--- src/rtl/led_seq_pkg.sv ---
// Shared encodings and seed helper for the LED sequencer and its later display stages.
package led_seq_pkg;

  typedef enum logic [1:0] {
    MODE_BLINK  = 2'd0,
    MODE_ROTATE = 2'd1,
    MODE_BOUNCE = 2'd2,
    MODE_COUNT  = 2'd3
  } mode_e;

  localparam logic DIR_LEFT  = 1'b0;
  localparam logic DIR_RIGHT = 1'b1;

  localparam int SEED_W = 32;

  // Single-lit patterns start at LED0; BLINK and COUNT start dark.
  function automatic logic [SEED_W-1:0] seed_of(input mode_e mode, input int width);
    logic [SEED_W-1:0] s;
    s = (mode == MODE_ROTATE || mode == MODE_BOUNCE) ? SEED_W'(1) : '0;
    return s & ((SEED_W'(1) << width) - SEED_W'(1));
  endfunction

endpackage

--- src/rtl/tick_prescaler.sv ---
// Divides an incoming tick strobe down to one step every STEP_DIV unpaused ticks.
module tick_prescaler #(
  parameter int STEP_DIV = 1,
  localparam int PW = $clog2(STEP_DIV) + 1
) (
  input  logic clk,
  input  logic rst_n,
  input  logic tick,
  input  logic hold,
  input  logic clear,
  output logic step
);

  logic [PW-1:0] presc_q, presc_d;
  logic          at_last;

  assign at_last = (presc_q == PW'(STEP_DIV - 1));
  assign step    = tick & ~hold & at_last;

  always_comb begin
    presc_d = presc_q;
    if (clear) begin
      presc_d = '0;
    end else if (tick && !hold) begin
      presc_d = at_last ? '0 : presc_q + 1'b1;
    end
  end

  always_ff @(posedge clk) begin
    if (!rst_n) begin
      presc_q <= '0;
    end else begin
      presc_q <= presc_d;
    end
  end

endmodule

--- src/rtl/led_sequencer.sv ---
// Steps one of four LED patterns per prescaled tick and flags each completed pattern cycle.
module led_sequencer
  import led_seq_pkg::*;
#(
  parameter int WIDTH    = 8,
  parameter int STEP_DIV = 1
) (
  input  logic             clk,
  input  logic             rst_n,
  input  logic             tick,
  input  logic [1:0]       mode,
  input  logic             mode_load,
  input  logic             pause,
  output logic [WIDTH-1:0] leds,
  output logic             wrap,
  output logic [1:0]       mode_q
);

  localparam logic [WIDTH-1:0] LED_ONE = WIDTH'(1);
  localparam logic [WIDTH-1:0] LED_MSB = {1'b1, {(WIDTH-1){1'b0}}};

  mode_e            mode_cur_q, mode_cur_d;
  logic [WIDTH-1:0] leds_q, leds_d;
  logic             dir_q, dir_d;
  logic             wrap_q, wrap_d;
  logic             step;

  tick_prescaler #(.STEP_DIV(STEP_DIV)) u_presc (
    .clk   (clk),
    .rst_n (rst_n),
    .tick  (tick),
    .hold  (pause),
    .clear (mode_load),
    .step  (step)
  );

  // mode_load outranks a coincident step, so the step is simply dropped.
  always_comb begin
    mode_cur_d = mode_cur_q;
    leds_d     = leds_q;
    dir_d      = dir_q;
    wrap_d     = 1'b0;
    if (mode_load) begin
      mode_cur_d = mode_e'(mode);
      leds_d     = WIDTH'(seed_of(mode_e'(mode), WIDTH));
      dir_d      = DIR_LEFT;
    end else if (step) begin
      case (mode_cur_q)
        MODE_BLINK: begin
          leds_d = {WIDTH{~leds_q[0]}};
          wrap_d = leds_q[0];
        end
        MODE_ROTATE: begin
          leds_d = {leds_q[WIDTH-2:0], leds_q[WIDTH-1]};
          wrap_d = (leds_q == LED_MSB);
        end
        MODE_BOUNCE: begin
          if (dir_q == DIR_LEFT) begin
            leds_d = leds_q << 1;
            if (leds_d == LED_MSB) dir_d = DIR_RIGHT;
          end else begin
            leds_d = leds_q >> 1;
            if (leds_d == LED_ONE) begin
              dir_d  = DIR_LEFT;
              wrap_d = 1'b1;
            end
          end
        end
        MODE_COUNT: begin
          leds_d = leds_q + 1'b1;
          wrap_d = &leds_q;
        end
      endcase
    end
  end

  always_ff @(posedge clk) begin
    if (!rst_n) begin
      mode_cur_q <= MODE_BLINK;
      leds_q     <= '0;
      dir_q      <= DIR_LEFT;
      wrap_q     <= 1'b0;
    end else begin
      mode_cur_q <= mode_cur_d;
      leds_q     <= leds_d;
      dir_q      <= dir_d;
      wrap_q     <= wrap_d;
    end
  end

  assign leds   = leds_q;
  assign wrap   = wrap_q;
  assign mode_q = mode_cur_q;

endmodule
--- config.mk ---
export PLATFORM = sky130hd
export DESIGN_NAME = led_sequencer
export DESIGN_NICKNAME = d
export VERILOG_FILES = /design/src/rtl/led_seq_pkg.sv /design/src/rtl/tick_prescaler.sv /design/src/rtl/led_sequencer.sv
export SDC_FILE = /design/constraint.sdc
export NUM_CORES = 1
export LEC_CHECK = 0
export CORE_MARGIN = 3
export CORE_UTILIZATION = 50
export DETAILED_ROUTE_END_ITERATION = 10
export DONT_BUFFER_PORTS = 1
export HOLD_SLACK_MARGIN = 0.12
export PLACE_DENSITY = 0.67
export SLEW_MARGIN = 20
export SYNTH_ARGS = -nofsm -noshare
export SYNTH_HDL_FRONTEND = slang
export SYNTH_SLANG_ARGS = --single-unit
--- constraint.sdc ---
create_clock -name clk -period 1.95 [get_ports clk]
set_clock_uncertainty 0.05 [all_clocks]
set_input_delay 0.2925 -clock clk [delete_from_list [all_inputs] [get_ports clk]]
set_output_delay 0.2925 -clock clk [all_outputs]
set_load 0.02 [all_outputs]
==> qor.yml <==
clock_network:
  clk_pin_slew_ns: 0.09
  htreeDepth: 1
  cts_num_sinks: 12
  cts_buffer_depth: 2
  cts_made_buffers: 3
  cts_tree: "yes"
  worst_skew_pair.late_latency_ns: 0.28
  cts-root-buf: "clkbuf_4"
routing:
  wl_um: 2530
  dr.pass1.iters: 4
  drt_iter0_markers: 55
  avgRoutedWirePerCell_um: 15.9
  drc_errors: 0
  num_vias: 1008
  postRouteAntennaNets: 0
  viasPerCell: 6.34
synthesis:
  synth_area_leaders: "dfxtp_1 (24%), nand2_1 (6.0%), a221oi_1 (5.2%), a21oi_1 (4.5%), mux2i_1 (4.0%)"
  ys_async_sr_fraction_pct: 0
  synth_common_cells: "nand2_1 (16), dfxtp_1 (12), a21oi_1 (9)"
  yosysMostFrequentCell: "nand2_1"
  synth_cell_types: 40
  synth.cell_area_sq_mm: 0.00101
  avgSynthCellArea_sq_um: 7.86
  synth_enable_flop_cells: 0
  synth_seq_cells: 12
  syn-num-nets: 137
  synth_top_area_cell: "dfxtp_1"
  yosys_warnings: 0
  ys_seq_area_share_pct: 23.9
  synth_top_area_share_pct: 23.9
  ys.flop_type: "dfxtp_1"
  synthCells: 128
global_route:
  grt_max_degree: 17
  grt_pass1_vias: 916
  antenna_found_initial: 0
  grt_usage_pct: 22.2
  grt_pass1_wl_um: 4320
  gr-total-overflow: 0
setup_path:
  path_class: "reg2reg"
  worstSetupStartpoint: "mode_q[0]"
  arrival_ns: 1.73
  required_ns: 2.08
  startpoint_type: "register"
  reg2reg_from: "mode_q[0]"
  critical_path.max_fanout: 16
  cp-end-kind: "register"
  r2r_slack_ns: 0.36
placement:
  dp_hpwl_um: 1850
  io_buffers: 0
  gp_congestion: 0.832
  placed_cells: 152
die:
  ios: 18
  core_area_sq_mm: 0.00182
  start_util_pct: 55.3
  die_area_sq_mm: 0.00259
  fp-row-count: 15
  die_x_um: 50.9
  die_h_um: 50.9
sta:
  rsz0062_at_grt: "false"
  fin_tns_setup_ns: 0
  worstMarginPinSlew_ns: 0.583
  slew_viol_final: 0
  setup_viol: 0
  period_minus_slack_ns: 1.59
  fmax_mhz: 627
  fin_crit_sh_pct: 81.8
  max_slew_margin_pct: 61.1
  hold_violations: 0
  hold_slack_ns: 0.136
status:
  status: "completed"
finish:
  fin_cells: 159
  antenna_cells: 0
  syn_to_final_growth_pct: 10.6
  drive_gt1_share_pct: 13.4
  nets: 144
job:
  maxCapViolations: 0
power:
  power.density_mw_per_mm2: 556
  p_leak_uw: 0.000377
  vdd_drop_max_mv: 0.342
min_path:
  min_from: "mode[0]"
  hp-class: "in2reg"
[state kept, by name (all words and copies together) (netlist names)]
signal	flops
leds	8
mode_q	2
dir_q	1
wrap	1
[routing by layer]
layer / GRT usage (%) / wire [um] / part of all wire, % / vias up
met5: 0 / 0 / 0 / -
met1: 28.1 / 1050 / 41 / 456
li1: - / - / - / 481
met4: 13.0 / 83 / 3.3 / 0
met3: 6.12 / 246 / 9.7 / 11
met2: 33.5 / 1160 / 46 / 60
[per-stage QoR]
step	util (%)	cell area, sq um	setup slack, ns	total power [uW]
final	61.1	1110	0.355	619
after floorplan	-	1010	0.471	382
after detailed placement	57.5	1050	0.384	410
after global placement	57.5	1050	0.392	409
after global routing	61.1	1110	0.239	656
after CTS	61.1	1110	0.371	626
[cells in the final DEF (no fill, tap or decap), types with 2 or more instances in the layout]
master and n:
a21oi_1 9, a221oi_1 6, buf_4 9, clkbuf_4 3
dfxtp_1 12, dlygate4sd3_1 3, ha_1 2, inv_1 5
mux2i_1 4, nand2_1 16, nand2b_1 5, nand3_1 8
nor2_1 8, nor2b_1 4, nor3_1 2, nor3b_1 3
o21a_1 2, o21ai_0 5, or3_1 2, xnor2_1 4
[area by class of cell]
cell class                 count  area (sq um)
sequential                    12           240
multi-input combinational    100           668
timing repair buffer          13           118
tap                           25          31.3
inverter                       5          18.8
clock buffer                   4          36.3
fill                         168           708
[path summary, 6_finish.rpt]
| kind | to | cells past startpoint |
|---|---|---|
| max | leds[6] | 5 |
| min | mode_q[0] | 2 |
| max reg2reg | leds[6] | 5 |
| min reg2reg | leds[1] | 2 |
[cell families after synthesis]
group / count (synthesis) / synth area share [%]
xor gates and xnor gates: 5 / 4.35
DFF: 12 / 23.9
AOI/OAI and AO/OA: 36 / 25.9
buffers and inverters: 16 / 9.70
adders and majority gates: 2 / 2.49
and+or+nand+nor: 53 / 29.7
muxes: 4 / 3.98
[what timing repair did]
| action | in CTS | in global routing |
|---|---|---|
| endpoints found under the hold margin | 4 | 0 |
| endpoints found under the setup margin | 0 | 0 |
| buffers inserted | 0 | 0 |
| resized for setup | 0 | 0 |
| hold buffers | 3 | 0 |
[where the power goes]
part           leakage [uW]  internal (uW)  switching [uW]
sequential        0.0000978            254            28.2
combinational      0.000258           62.2            67.1
clock             0.0000210            114            93.3
total              0.000377            430             189
[worst max-delay path: stages, from the launching register on]
cell and delay, ns:
dfxtp_1 0.62, buf_12 0.22, nor2_1 0.07, a21oi_1 0.14
o221ai_1 0.13, a32o_1 0.26
Power figures use the tool's default switching activity.
==> patch: new RTL, config.mk and constraints unchanged <==
Register the output `leds` once more; this adds one clock of latency there. The other outputs are not delayed to match.
--- a/src/rtl/led_sequencer.sv
+++ b/src/rtl/led_sequencer.sv
@@ -88,7 +88,9 @@
     end
   end
 
-  assign leds   = leds_q;
+  always_ff @(posedge clk) begin
+    leds <= leds_q;
+  end
   assign wrap   = wrap_q;
   assign mode_q = mode_cur_q;
 
Behaviour: not the same (Yosys sat finds a counterexample within 4 cycles, from zero or initial values and one cycle with rst_n low).
==> patch against the original RTL <==
Power grew 32%. Sequential cell count increased by 8. Synthesized area is 8.6% higher. Worst setup slack worse by 72 ps. Final area rose by 9.8%. Core utilization decreased by 0.70 points. Wire length is 6.4% higher. Clock power is 16% higher. Worst hold slack better by 13 ps. Critical path type unchanged. Largest power group unchanged.
==> patch: results (changes against the original RTL) <==
stage,metric,value,unit,change
status,outcome,finished clean,,unchanged
yosys,Compound-Gate Fraction of Synth Area,24.86,%,was 25.87%
yosys,Synth Area per Inst,8.338,um^2,was 7.859 um^2
worst_setup_path,max incr delay on CP,530,ps,was 620 ps
cells_and_area,Seq/total area,32.79,%,was 21.60%
floorplan,row cnt,16,,was 15
worst_setup_path,"Max FO, Critical Path",11,,was 16
clocking,CTS Hold Buffers Added,6,,was 3
cells_and_area,share of layout cells above drive strength 1,10.29,%,was 13.43%
cells_and_area,multi-input logic area,624.3,um^2,was 668.1 um^2
cells_and_area,clk cell area share,2.971,%,was 3.262%
yosys,Yosys reg bits,20,,was 12
detailed_routing,Initial DRC Count,72,,was 55
hold_path,Hold Crit Start,rst_n,,was mode[0]
cells_and_area,#MultiIn Comb,96,,was 100
yosys,Mapped Nets,140,,was 137
cells_and_area,Final #Nets,146,,was 144
cells_and_area,Signal buf overhead,9.426,%,was 10.57%
pwr,Pleak,0.4476,nW,was 0.3767 nW
worst_setup_path,Worst R2R End,wrap$_SDFF_PP0_,,was leds[6]$_SDFFE_PN0P_
yosys,Synth area leaders,"dfxtp_1 37%, nor2_1 4.5%, a21oi_1 4.1%, nand2_1 3.8%, mux2i_1 3.7%",,"was dfxtp_1 24%, nand2_1 6.0%, a221oi_1 5.2%, a21oi_1 4.5%, mux2i_1 4.0%"
yosys,sequential share of the synthesized area,36.66,%,was 23.88%
yosys,Synth Area in Adders,2.291,%,was 2.488%
clocking,latest clock arrival within the worst-skew pair,310,ps,was 280 ps
worst_setup_path,origin of the critical flop-to-flop path,leds_q[0]$_SDFFE_PN0P_,,was mode_q[0]$_SDFFE_PN0P_
grt,largest net degree at the start of global routing,15,,was 17
## patch: cell count changes after synthesis, moves of 4 or more
| cell | delta |
|---|---|
| nand3_1 | -6 |
| a31oi_1 | +4 |
| xnor2_1 | -4 |
| nor2_1 | +5 |
| nand2_1 | -5 |
| dfxtp_1 | +8 |
## patch: power by group through the flow
stage,sequential [mW],combinational (mW),clock (mW)
after floorplan,0.455,0.0930,0
after global placement,0.469,0.102,0
after detailed placement,0.469,0.101,0
after CTS,0.460,0.114,0.248
after global routing,0.464,0.130,0.271
final,0.460,0.117,0.241
## patch: routing by layer
| layer | vias to the layer above | GRT usage [%] | share of wire [%] |
|---|---|---|---|
| li1 | 498 | - | - |
| met1 | 477 | 29.55 | 42 |
| met2 | 67 | 31.40 | 45 |
| met3 | 5 | 5.413 | 11 |
| met4 | 0 | 12.77 | 1.7 |
| met5 | - | 0 | 0 |
